### src/rtl/fifo_serial_tx.sv
// FIFO read-side consumer: pops one byte at a time and shifts it out as an 8N1 frame.
// The FIFO read strobe is owned here and is issued at most once per frame.
module fifo_serial_tx #(
   parameter int CLKS_PER_BIT = 16,
   parameter int DATA_W       = 8,
   parameter int CNT_W        = 8
) (
   input  logic              clk,
   input  logic              rst,
   input  logic              enable,
   input  logic              buff_empty,
   input  logic [DATA_W-1:0] buff_out,
   output logic              r_en,
   output logic              tx,
   output logic              busy,
   output logic [CNT_W-1:0]  byte_cnt
);

   localparam int BAUD_W = (CLKS_PER_BIT > 1) ? $clog2(CLKS_PER_BIT) : 1;
   localparam int BIT_W  = (DATA_W > 1) ? $clog2(DATA_W) : 1;
   localparam logic [BAUD_W-1:0] BAUD_LAST = BAUD_W'(CLKS_PER_BIT - 1);
   localparam logic [BIT_W-1:0]  BIT_LAST  = BIT_W'(DATA_W - 1);

   typedef enum logic [2:0] {
      S_IDLE  = 3'd0,
      S_POP   = 3'd1,
      S_LOAD  = 3'd2,
      S_START = 3'd3,
      S_DATA  = 3'd4,
      S_STOP  = 3'd5
   } state_e;

   state_e              state_q, state_d;
   logic                tx_q, tx_d;
   logic                r_en_q, r_en_d;
   logic [DATA_W-1:0]   shift_q, shift_d;
   logic [BAUD_W-1:0]   baud_q, baud_d;
   logic [BIT_W-1:0]    bit_q, bit_d;
   logic [CNT_W-1:0]    cnt_q, cnt_d;

   logic baud_end;
   logic bit_end;
   logic can_pop;

   assign baud_end = (baud_q == BAUD_LAST);
   assign bit_end  = (bit_q == BIT_LAST);
   assign can_pop  = enable && !buff_empty;

   always_ff @(posedge clk) begin
      if (rst) begin
         state_q <= S_IDLE;
         tx_q    <= 1'b1;
         r_en_q  <= 1'b0;
         shift_q <= '0;
         baud_q  <= '0;
         bit_q   <= '0;
         cnt_q   <= '0;
      end else begin
         state_q <= state_d;
         tx_q    <= tx_d;
         r_en_q  <= r_en_d;
         shift_q <= shift_d;
         baud_q  <= baud_d;
         bit_q   <= bit_d;
         cnt_q   <= cnt_d;
      end
   end

   always_comb begin
      state_d = state_q;
      case (state_q)
         S_IDLE:  if (can_pop) state_d = S_POP;
         S_POP:   state_d = S_LOAD;
         S_LOAD:  state_d = S_START;
         S_START: if (baud_end) state_d = S_DATA;
         S_DATA:  if (baud_end && bit_end) state_d = S_STOP;
         S_STOP:  if (baud_end) state_d = S_IDLE;
         default: state_d = S_IDLE;
      endcase
   end

   // Datapath next values; every bit boundary clears the baud counter.
   always_comb begin
      tx_d    = tx_q;
      r_en_d  = 1'b0;
      shift_d = shift_q;
      baud_d  = baud_q;
      bit_d   = bit_q;
      cnt_d   = cnt_q;
      case (state_q)
         S_IDLE: begin
            tx_d   = 1'b1;
            baud_d = '0;
            bit_d  = '0;
            r_en_d = can_pop;
         end
         S_POP: begin
            tx_d = 1'b1;
         end
         S_LOAD: begin
            // buff_out is valid here: the FIFO sampled r_en on the previous edge.
            shift_d = buff_out;
            tx_d    = 1'b0;
            baud_d  = '0;
         end
         S_START: begin
            if (baud_end) begin
               tx_d    = shift_q[0];
               shift_d = shift_q >> 1;
               baud_d  = '0;
               bit_d   = '0;
            end else begin
               baud_d = baud_q + 1'b1;
            end
         end
         S_DATA: begin
            if (baud_end) begin
               baud_d = '0;
               if (bit_end) begin
                  tx_d = 1'b1;
               end else begin
                  tx_d    = shift_q[0];
                  shift_d = shift_q >> 1;
                  bit_d   = bit_q + 1'b1;
               end
            end else begin
               baud_d = baud_q + 1'b1;
            end
         end
         S_STOP: begin
            tx_d = 1'b1;
            if (baud_end) begin
               baud_d = '0;
               cnt_d  = cnt_q + 1'b1;
            end else begin
               baud_d = baud_q + 1'b1;
            end
         end
         default: begin
            tx_d   = 1'b1;
            baud_d = '0;
            bit_d  = '0;
         end
      endcase
   end

   assign r_en     = r_en_q;
   assign tx       = tx_q;
   assign busy     = (state_q != S_IDLE);
   assign byte_cnt = cnt_q;

endmodule

### config.mk
export PLATFORM = sky130hd
export DESIGN_NAME = fifo_serial_tx
export DESIGN_NICKNAME = d
export VERILOG_FILES = /design/src/rtl/fifo_serial_tx.sv
export SDC_FILE = /design/constraint.sdc
export NUM_CORES = 1
export LEC_CHECK = 0
export CAP_MARGIN = 5
export CORE_MARGIN = 4
export CORE_UTILIZATION = 25
export DETAILED_ROUTE_END_ITERATION = 7
export SYNTH_ARGS = -nofsm -noshare
export SYNTH_HDL_FRONTEND = slang
export SYNTH_SLANG_ARGS = --single-unit
### constraint.sdc
create_clock -name clk -period 4.3 [get_ports clk]
set_clock_uncertainty 0.05 [all_clocks]
set_input_delay 1.29 -clock clk [delete_from_list [all_inputs] [get_ports clk]]
set_output_delay 1.29 -clock clk [all_outputs]
set_load 0.02 [all_outputs]
==> run summary, run 1 <==
status: completed
DR vias: 1202
post-CTS setup repair buffer count: 0
Top-Level Pins: 23
Crit path required time: 2.96 ns
number of fillers in the final layout: 584
Port Buffers: 22
Synth top cells by count: dfxtp_1, nor2_1, a221oi_1, mux2i_1, nand2_1
r2r startpoint: state_q[2]
total leakage power: 0.623 nW
First DRT Iteration DRCs: 89
placement row count: 27
first-pass GRT wire length: 5.28 mm
RR Endpoint: tx
Metal-1 WL: 1.45 mm
# resized after CTS: 0
TritonCTS Buffers: 3
H-Tree Level Count: 1
r2r setup slk: 2.18 ns
WL met3: 100 µm
n_diodes: 0
register bit count reported by yosys: 28
Hold Crit Class: reg2reg
Worst EP arrival: 2.09 ns
GPL Wtd Cong: 0.757
Primary FF master, synth: dfxtp_1
Placed Cells: 246
top post-synthesis cells by area: dfxtp_1, nor2_1, mux2i_1, a221oi_1, ha_1
final hold vios: 0
met2 WL: 1.49 mm
count leader, synth: dfxtp_1
Critical Path Sink Type: output pin
Die Span Y: 84.1 µm
Clk Latency, worst-skew pair: 0.28 ns
area leader, netlist: dfxtp_1
Fmax: 291 MHz
Power Dens Cells: 318 nW/µm²
hold path startpoint: shift_q[7]
Final setup viols: 0
Via density: 4.81
share of layout cells above drive strength 1: 7.87%
fin nets: 195
Die Span X: 84.1 µm
largest net degree at the start of global routing: 22
Worst Max-Slew Pin Slew: 0.731 ns
synthesized cell area: 1450 µm²
Post-synth EDFFs: 0
CTS Root Cell: clkbuf_8
min cycle time layout: 3.43 ns
first-pass detailed-route iteration total: 3
Post-DP Area: 1720 µm²
reg2reg path depth: 4
reported max-cap violation count: 0
CTS tree: done
Sinks on Clock Net: 28
Startpoint Class: register
worst vdd ir: 0.120 mV
top sig layer: met4
sequential element share of the synthesized area: 38.7%
final WL: 3.10 mm
Async SR Flop Fraction: 0%
RSZ-0062 raised after global routing: false
Post-route DRC: 0
Cell Chain, Critical Path: nor3_1 > inv_1 > clkdlybuf4s50_1
hold endpoint: shift_q[7]
grt ovf: 0
syn_area_per_cell: 9.06 µm²
Clk pin slew, worst setup/hold paths: 0.10 ns
final slew viol count: 0
top-area cell type share of the netlist area: 38.7%
total core area: 5570 µm²
setup TNS: 0 ns
cts hold-fix bufs: 0
warnings from Yosys: 0
cells after synthesis: 160
Syn-to-layout area delta: 23.7%
Clock Tree Buf Depth: 2
Design Power: 0.000570 W
dpl hpwl: 2.19 mm
hold depth: 2
die area: 7080 µm²
CP max FO: 21
period utilisation layout: 79.8%
Finished Cell Area: 1790 µm²
non-filler cells, final: 250
Starting Density: 26.0%
crit-path max cell delay: 0.81 ns
Synth cell types: 45
Critical path origin: state_q[2]
syn nets: 176
vias in the first global route: 1119
Final ANT Viol Nets: 0
total track usage: 8.93%
initial antenna violation count: 0
slowest CP cell: dfxtp_1
relative slew slack: 51.2%
Setup CP Type: reg2out
drt wl/cell: 12.4 µm
## logic make-up (layout without fill, tap and decap cells)
family | Yosys count | in the layout | share of synthesized area, %
simple gates | 66 | 66 | 23.7
xor+xnor | 6 | 6 | 3.63
buf+inv | 13 | 31 | 4.23
compound gates | 33 | 33 | 19.2
flops | 28 | 28 | 38.7
mux | 10 | 10 | 7.08
fa+ha+maj | 4 | 4 | 3.45
## critical path: cells and delay by family, from the launching register on
kind | cells | cell delay (ns)
DFF | 1 | 0.81
buffers and inverters | 2 | 0.78
and+or+nand+nor | 1 | 0.23
## metrics by stage
step,setup slack [ns],utilization (%),hold WS [ns]
floorplan,1.92,-,0.392
global placement,1.24,30.9,0.407
detailed placement,1.16,30.9,0.411
CTS,0.852,32.1,0.425
global route,0.704,32.1,0.449
finish,0.867,32.1,0.421
## worst max-delay path by stage
stage           end  slack (ns)
3_3_place_gp   busy        1.24
2_1_floorplan  busy        1.92
5_1_grt        busy        0.70
6_report       busy        0.87
4_1_cts        busy        0.85
3_5_place_dp   busy        1.16
## placed cells by master (no fill, tap or decap), types with 3 or more instances in the layout
master           Yosys  routed
a21o_1               3       3
a21oi_1              4       4
a221oi_1             8       8
clkbuf_8             0       3
clkdlybuf4s50_1      0      22
dfxtp_1             28      28
ha_1                 4       4
inv_1                4       4
mux2i_1              8       8
nand2_1              7       7
nand2b_1             3       3
nand3_1              5       5
nor2_1              27      27
nor3_1               6       6
nor4_1               5       5
o21ai_0              4       4
xnor2_1              4       4
## state kept, by name, indices dropped and copies added (netlist names)
name      flops
r_en          1
bit_q         3
tx            1
state_q       3
byte_cnt      8
baud_q        4
shift_q       8
## cell type report
class | instances | area [µm²] | area share [%]
clock buffers | 3 | 41.3 | 2.30
flip-flops and latches | 28 | 561 | 31.3
inverters | 4 | 15.0 | 0.838
multi-input cells | 119 | 827 | 46.2
well taps | 72 | 90.1 | 5.03
repair buffers | 23 | 228 | 12.7
clock inverters | 1 | 30.0 | 1.68
## metal layers
| metal | GRT usage [%] | vias up |
|---|---|---|
| met1 | 11.5 | 565 |
| met5 | 0 | - |
| met4 | 3.95 | 0 |
| met2 | 14.3 | 12 |
| li1 | - | 619 |
| met3 | 2.06 | 6 |
## power by group
group          leakage [nW]  switching [W]  internal [W]  total [W]
clock                0.0357      0.0000827      0.000125   0.000207
combinational         0.360      0.0000384     0.0000374  0.0000758
sequential            0.227      0.0000154      0.000271   0.000287
No activity file was read; power rests on OpenSTA's default activity.
==> run 2, diff against run 1 <==
==> constraint.sdc (replaced) <==
create_clock -name clk -period 3.1 [get_ports clk]
set_clock_uncertainty 0.05 [all_clocks]
set_input_delay 0.93 -clock clk [delete_from_list [all_inputs] [get_ports clk]]
set_output_delay 0.93 -clock clk [all_outputs]
set_load 0.02 [all_outputs]
==> run summary, run 2 (synthesis gave the netlist of run 1 again) <==
status: completed (unchanged)
Starting Density: 26.0% (unchanged)
grt ovf: 0 (unchanged)
crit-path max cell delay: 0.56 ns (was 0.81 ns)
Cell Chain, Critical Path: nor3_1 > inv_1 > clkdlybuf4s50_1 (unchanged)
pre-CTS setup slack: 0.550 ns (was 1.16 ns)
Clk Latency, worst-skew pair: 0.27 ns (was 0.28 ns)
initial antenna violation count: 0 (unchanged)
Crit path required time: 2.12 ns (was 2.96 ns)
min cycle time layout: 2.85 ns
first-pass detailed-route iteration total: 4 (was 3)
RSZ-0062 raised after global routing: false (unchanged)
Die Span X: 84.1 µm (unchanged)
drt wl/cell: 11.7 µm (was 12.4 µm)
final WL: 2.94 mm (was 3.10 mm)
Final ANT Viol Nets: 0 (unchanged)
final hold vios: 0 (unchanged)
die area: 7080 µm² (unchanged)
Top-Level Pins: 23 (unchanged)
worst vdd ir: 0.148 mV (was 0.120 mV)
total core area: 5570 µm² (unchanged)
cts hold-fix bufs: 0 (unchanged)
Power Dens Cells: 405 nW/µm² (was 318 nW/µm²)
Syn-to-layout area delta: 23.6% (was 23.7%)
Finished Cell Area: 1790 µm² (about the same)
CP max FO: 15 (was 21)
period utilisation layout: 92.0%
Post-DP Area: 1740 µm² (was 1720 µm²)
First DRT Iteration DRCs: 113 (was 89)
Critical Path Sink Type: output pin (unchanged)
Hold WS: 0.420 ns (was 0.421 ns)
final slew viol count: 0 (unchanged)
vias in the first global route: 1159 (was 1119)
relative slew slack: 62.9% (was 51.2%)
most common cell after layout, fill and taps aside: dfxtp_1 (unchanged)
n_diodes: 0 (unchanged)
number of fillers in the final layout: 582 (was 584)
worst setup margin: 0.248 ns (was 0.867 ns)
reported max-cap violation count: 0 (unchanged)
Clk pin slew, worst setup/hold paths: 0.09 ns (was 0.10 ns)
first-pass GRT wire length: 5.35 mm (was 5.28 mm)
Sinks on Clock Net: 28 (unchanged)
total leakage power: 0.627 nW (was 0.623 nW)
Hold Crit Class: reg2reg (unchanged)
Final setup viols: 0 (unchanged)
largest net degree at the start of global routing: 21 (was 22)
Worst EP arrival: 1.87 ns (was 2.09 ns)
CTS tree: done (unchanged)
most frequent cells in the layout: dfxtp_1, nor2_1, clkdlybuf4s50_1, mux2i_1, a221oi_1 (unchanged)
post-CTS setup repair buffer count: 0 (unchanged)
fin nets: 197 (was 195)
Die Span Y: 84.1 µm (unchanged)
Startpoint Class: register (unchanged)
dpl hpwl: 2.12 mm (was 2.19 mm)
TritonCTS Buffers: 3 (unchanged)
placement row count: 27 (unchanged)
setup TNS: 0 ns (unchanged)
Port Buffers: 22 (unchanged)
DR vias: 1241 (was 1202)
Clock Tree Buf Depth: 2 (unchanged)
Setup CP Type: reg2out (unchanged)
Via density: 4.92 (was 4.81)
CTS Root Cell: clkbuf_8 (unchanged)
H-Tree Level Count: 1 (unchanged)
share of layout cells above drive strength 1: 8.89% (was 7.87%)
slowest CP cell: clkdlybuf4s50_1 (was dfxtp_1)
GPL Wtd Cong: 0.809 (was 0.757)
Design Power: 0.000726 W (was 0.000570 W)
Worst Max-Slew Pin Slew: 0.555 ns (was 0.731 ns)
Fmax: 351 MHz
total track usage: 8.98% (was 8.93%)
Post-route DRC: 0 (unchanged)
# resized after CTS: 0 (unchanged)
==> run 2: cell count changes in the layout (fill, tap and decap cells not counted) <==
cell       before  now
buf_4           1    3
bufinv_16       1    0
clkbuf_8        3    4
==> run 2: worst max-delay path, delay by kind of cell, from the launching register on <==
| kind | cells | cell delay, ns |
|---|---|---|
| buf+inv | 2 | 0.67 |
| flops | 1 | 0.48 |
| simple gates | 1 | 0.45 |
==> run 2: final timing paths <==
check | startpoint | end | slack [ns] | depth (start not counted)
worst min-delay path | shift_q[7] | shift_q[7] | 0.42 | 2
worst max-delay path | state_q[0] | busy | 0.25 | 3
worst min register to register | shift_q[7] | shift_q[7] | 0.42 | 2
worst max register to register | baud_q[0] | bit_q[0] | 1.03 | 4
==> run 2: report_power, final <==
| part | switching [W] | total, W | internal [W] |
|---|---|---|---|
| clock | 0.000111 | 0.000224 | 0.000114 |
| sequential | 0.0000206 | 0.000397 | 0.000376 |
| combinational | 0.0000514 | 0.000104 | 0.0000527 |
| total | 0.000183 | 0.000726 | 0.000543 |
==> run 2: final cells by class <==
| cell class | instances | area, µm² | area share [%] |
|---|---|---|---|
| repair buffers | 25 | 243 | 13.6 |
| clock buffers | 4 | 55.1 | 3.07 |
| well taps | 72 | 90.1 | 5.03 |
| inverters | 4 | 15.0 | 0.839 |
| multi-input cells | 119 | 827 | 46.2 |
| flip-flops and latches | 28 | 561 | 31.3 |
==> run 2: metrics by stage <==
| stage | std cells | util (%) |
|---|---|---|
| 2_1_floorplan | 160 | - |
| 3_3_place_gp | 248 | 31.1 |
| 3_5_place_dp | 248 | 31.1 |
| 4_1_cts | 252 | 32.1 |
| 5_1_grt | 252 | 32.1 |
| 6_report | 252 | 32.1 |
==> run 2: per-layer routing <==
metal	up-vias	track usage (%)	routed length, µm	share of wire [%]
met5	-	0	0	0
met4	0	3.36	43	1.5
met3	4	2.75	114	3.9
met2	20	13.9	1360	46
met1	586	11.7	1430	48
li1	631	-	-	-
==> run 3, diff against run 2 <==
--- a/config.mk
+++ b/config.mk
@@ -9,6 +9,7 @@
 export CORE_MARGIN = 4
 export CORE_UTILIZATION = 25
 export DETAILED_ROUTE_END_ITERATION = 7
+export RECOVER_POWER = 50
 export SYNTH_ARGS = -nofsm -noshare
 export SYNTH_HDL_FRONTEND = slang
 export SYNTH_SLANG_ARGS = --single-unit
==> run summary, run 3 (synthesis gave the netlist of run 1 again) <==
status: completed (unchanged)
register area: 561 µm² (unchanged)
dpl hpwl: 2.12 mm (unchanged)
grt ovf: 0 (unchanged)
pre-CTS setup slack: 0.550 ns (unchanged)
drt wl/cell: 11.7 µm (about the same)
Crit path max-delay family: buffers and inverters (unchanged)
reported max-cap violation count: 0 (unchanged)
setup TNS: 0 ns (unchanged)
vias in the first global route: 1159 (unchanged)
Clk Latency, worst-skew pair: 0.27 ns (about the same)
Die Span Y: 84.1 µm (unchanged)
clock share of power: 30.9% (about the same)
WP buf/inv: 2 (unchanged)
First DRT Iteration DRCs: 115 (was 113)
post-CTS setup repair buffer count: 0 (unchanged)
period utilisation layout: 91.9% (was 92.0%)
RSZ-0062 raised after global routing: false (unchanged)
Critical Path Sink Type: output pin (unchanged)
most frequent cells in the layout: dfxtp_1, nor2_1, clkdlybuf4s50_1, mux2i_1, a221oi_1 (unchanged)
Port Buffers: 22 (unchanged)
initial antenna violation count: 0 (unchanged)
CP max FO: 15 (unchanged)
RR Endpoint: bit_q[0] (unchanged)
Syn-to-layout area delta: 23.1% (was 23.6%)
first-pass GRT wire length: 5.35 mm (unchanged)
Reg power frac: 54.9% (was 54.7%)
Power Dens Cells: 405 nW/µm² (about the same)
area of the multi-input gates: 827 µm² (unchanged)
r2r setup slk: 1.03 ns (about the same)
share of layout cells above drive strength 1: 7.78% (was 8.89%)
crit-path max cell delay: 0.56 ns (about the same)
Final ANT Viol Nets: 0 (unchanged)
Startpoint Class: register (unchanged)
switch share: 25.1% (was 25.2%)
Setup CP Type: reg2out (unchanged)
# resized after CTS: 0 (unchanged)
Clk pin slew, worst setup/hold paths: 0.09 ns (about the same)
min cycle time layout: 2.85 ns (about the same)
total core area: 5570 µm² (unchanged)
Clock Tree Buf Depth: 2 (unchanged)
cell-internal power: 0.000541 W (was 0.000543 W)
worst setup margin: 0.252 ns (was 0.248 ns)
Post-route DRC: 0 (unchanged)
slowest CP cell: clkdlybuf4s50_1 (unchanged)
reg2reg path depth: 4 (unchanged)
relative slew slack: 56.2% (was 62.9%)
total leakage power: 0.619 nW (was 0.627 nW)
number of fillers in the final layout: 584 (was 582)
GPL Wtd Cong: 0.809 (unchanged)
cts hold-fix bufs: 0 (unchanged)
most common cell after layout, fill and taps aside: dfxtp_1 (unchanged)
fin nets: 197 (unchanged)
Hold Crit Class: reg2reg (unchanged)
total track usage: 8.98% (unchanged)
Sinks on Clock Net: 28 (unchanged)
placement row count: 27 (unchanged)
n_diodes: 0 (unchanged)
Net Sw Power: 0.000181 W (was 0.000183 W)
Worst EP arrival: 1.87 ns (about the same)
CP endpoint: busy (unchanged)
largest net degree at the start of global routing: 21 (unchanged)
die area: 7080 µm² (unchanged)
CTS tree: done (unchanged)
r2r startpoint: baud_q[0] (unchanged)
final slew viol count: 0 (unchanged)
Fmax: 351 MHz (about the same)
Starting Density: 26.0% (unchanged)
Worst Max-Slew Pin Slew: 0.657 ns (was 0.555 ns)
Cell Chain, Critical Path: nor3_1 > inv_1 > clkdlybuf4s50_1 (unchanged)
hold path startpoint: shift_q[7] (unchanged)
final WL: 2.94 mm (about the same)
Via density: 4.92 (about the same)
DR vias: 1239 (was 1241)
Top-Level Pins: 23 (unchanged)
first-pass detailed-route iteration total: 4 (unchanged)
Crit path required time: 2.12 ns (about the same)
H-Tree Level Count: 1 (unchanged)
Final setup viols: 0 (unchanged)
combinational power share: 14.2% (was 14.4%)
Hold WS: 0.428 ns (was 0.420 ns)
TritonCTS Buffers: 3 (unchanged)
Design Power: 0.000723 W (was 0.000726 W)
worst vdd ir: 0.148 mV (about the same)
Die Span X: 84.1 µm (unchanged)
CP Depth: 3 (unchanged)
final hold vios: 0 (unchanged)
CTS Root Cell: clkbuf_8 (unchanged)
Critical path origin: state_q[0] (unchanged)
-- run 3: layer usage --
| layer | up-vias | GRT usage (%) | wire length [µm] |
|---|---|---|---|
| li1 | 631 | - | - |
| met1 | 586 | 11.7 | 1400 |
| met2 | 18 | 13.9 | 1380 |
| met3 | 4 | 2.75 | 113 |
| met4 | 0 | 3.36 | 43 |
| met5 | - | 0 | 0 |
-- run 3: layout make-up --
| class | instances | area share [%] |
|---|---|---|
| inverter | 4 | 0.842 |
| tap | 72 | 5.05 |
| sequential | 28 | 31.4 |
| timing repair buffer | 25 | 13.2 |
| clock buffer | 4 | 3.09 |
| multi-input combinational | 119 | 46.4 |
-- run 3: power groups by stage --
stage	clock network (W)	logic [W]	registers (W)
after floorplan	0	0.0000758	0.000396
after global placement	0	0.000105	0.000404
after detailed placement	0	0.000105	0.000405
after CTS	0.000231	0.000106	0.000397
after global routing	0.000246	0.000115	0.000401
final	0.000223	0.000103	0.000397
-- run 3: worst min path at each step --
| stage | end | slack (ns) | cells past startpoint |
|---|---|---|---|
| final | shift_q[7] | 0.43 | 2 |
| after global routing | shift_q[7] | 0.45 | 2 |
| after CTS | shift_q[7] | 0.42 | 2 |
| after detailed placement | shift_q[7] | 0.41 | 2 |
| after global placement | shift_q[7] | 0.41 | 2 |
| after floorplan | shift_q[7] | 0.39 | 2 |
-- run 3: worst reg2reg max path, cell delays in order (launching register included) --
cell	delay, ns
dfxtp_1	0.42
ha_1	0.29
nand3_1	0.44
nor4_1	0.60
mux2_2	0.24
-- run 3: per-stage QoR --
stage / instances / instance area (µm²) / util [%]
finish: 252 / 1780 / 32.0
global route: 252 / 1780 / 32.0
CTS: 252 / 1790 / 32.1
detailed placement: 248 / 1740 / 31.1
global placement: 248 / 1740 / 31.1
floorplan: 160 / 1450 / -
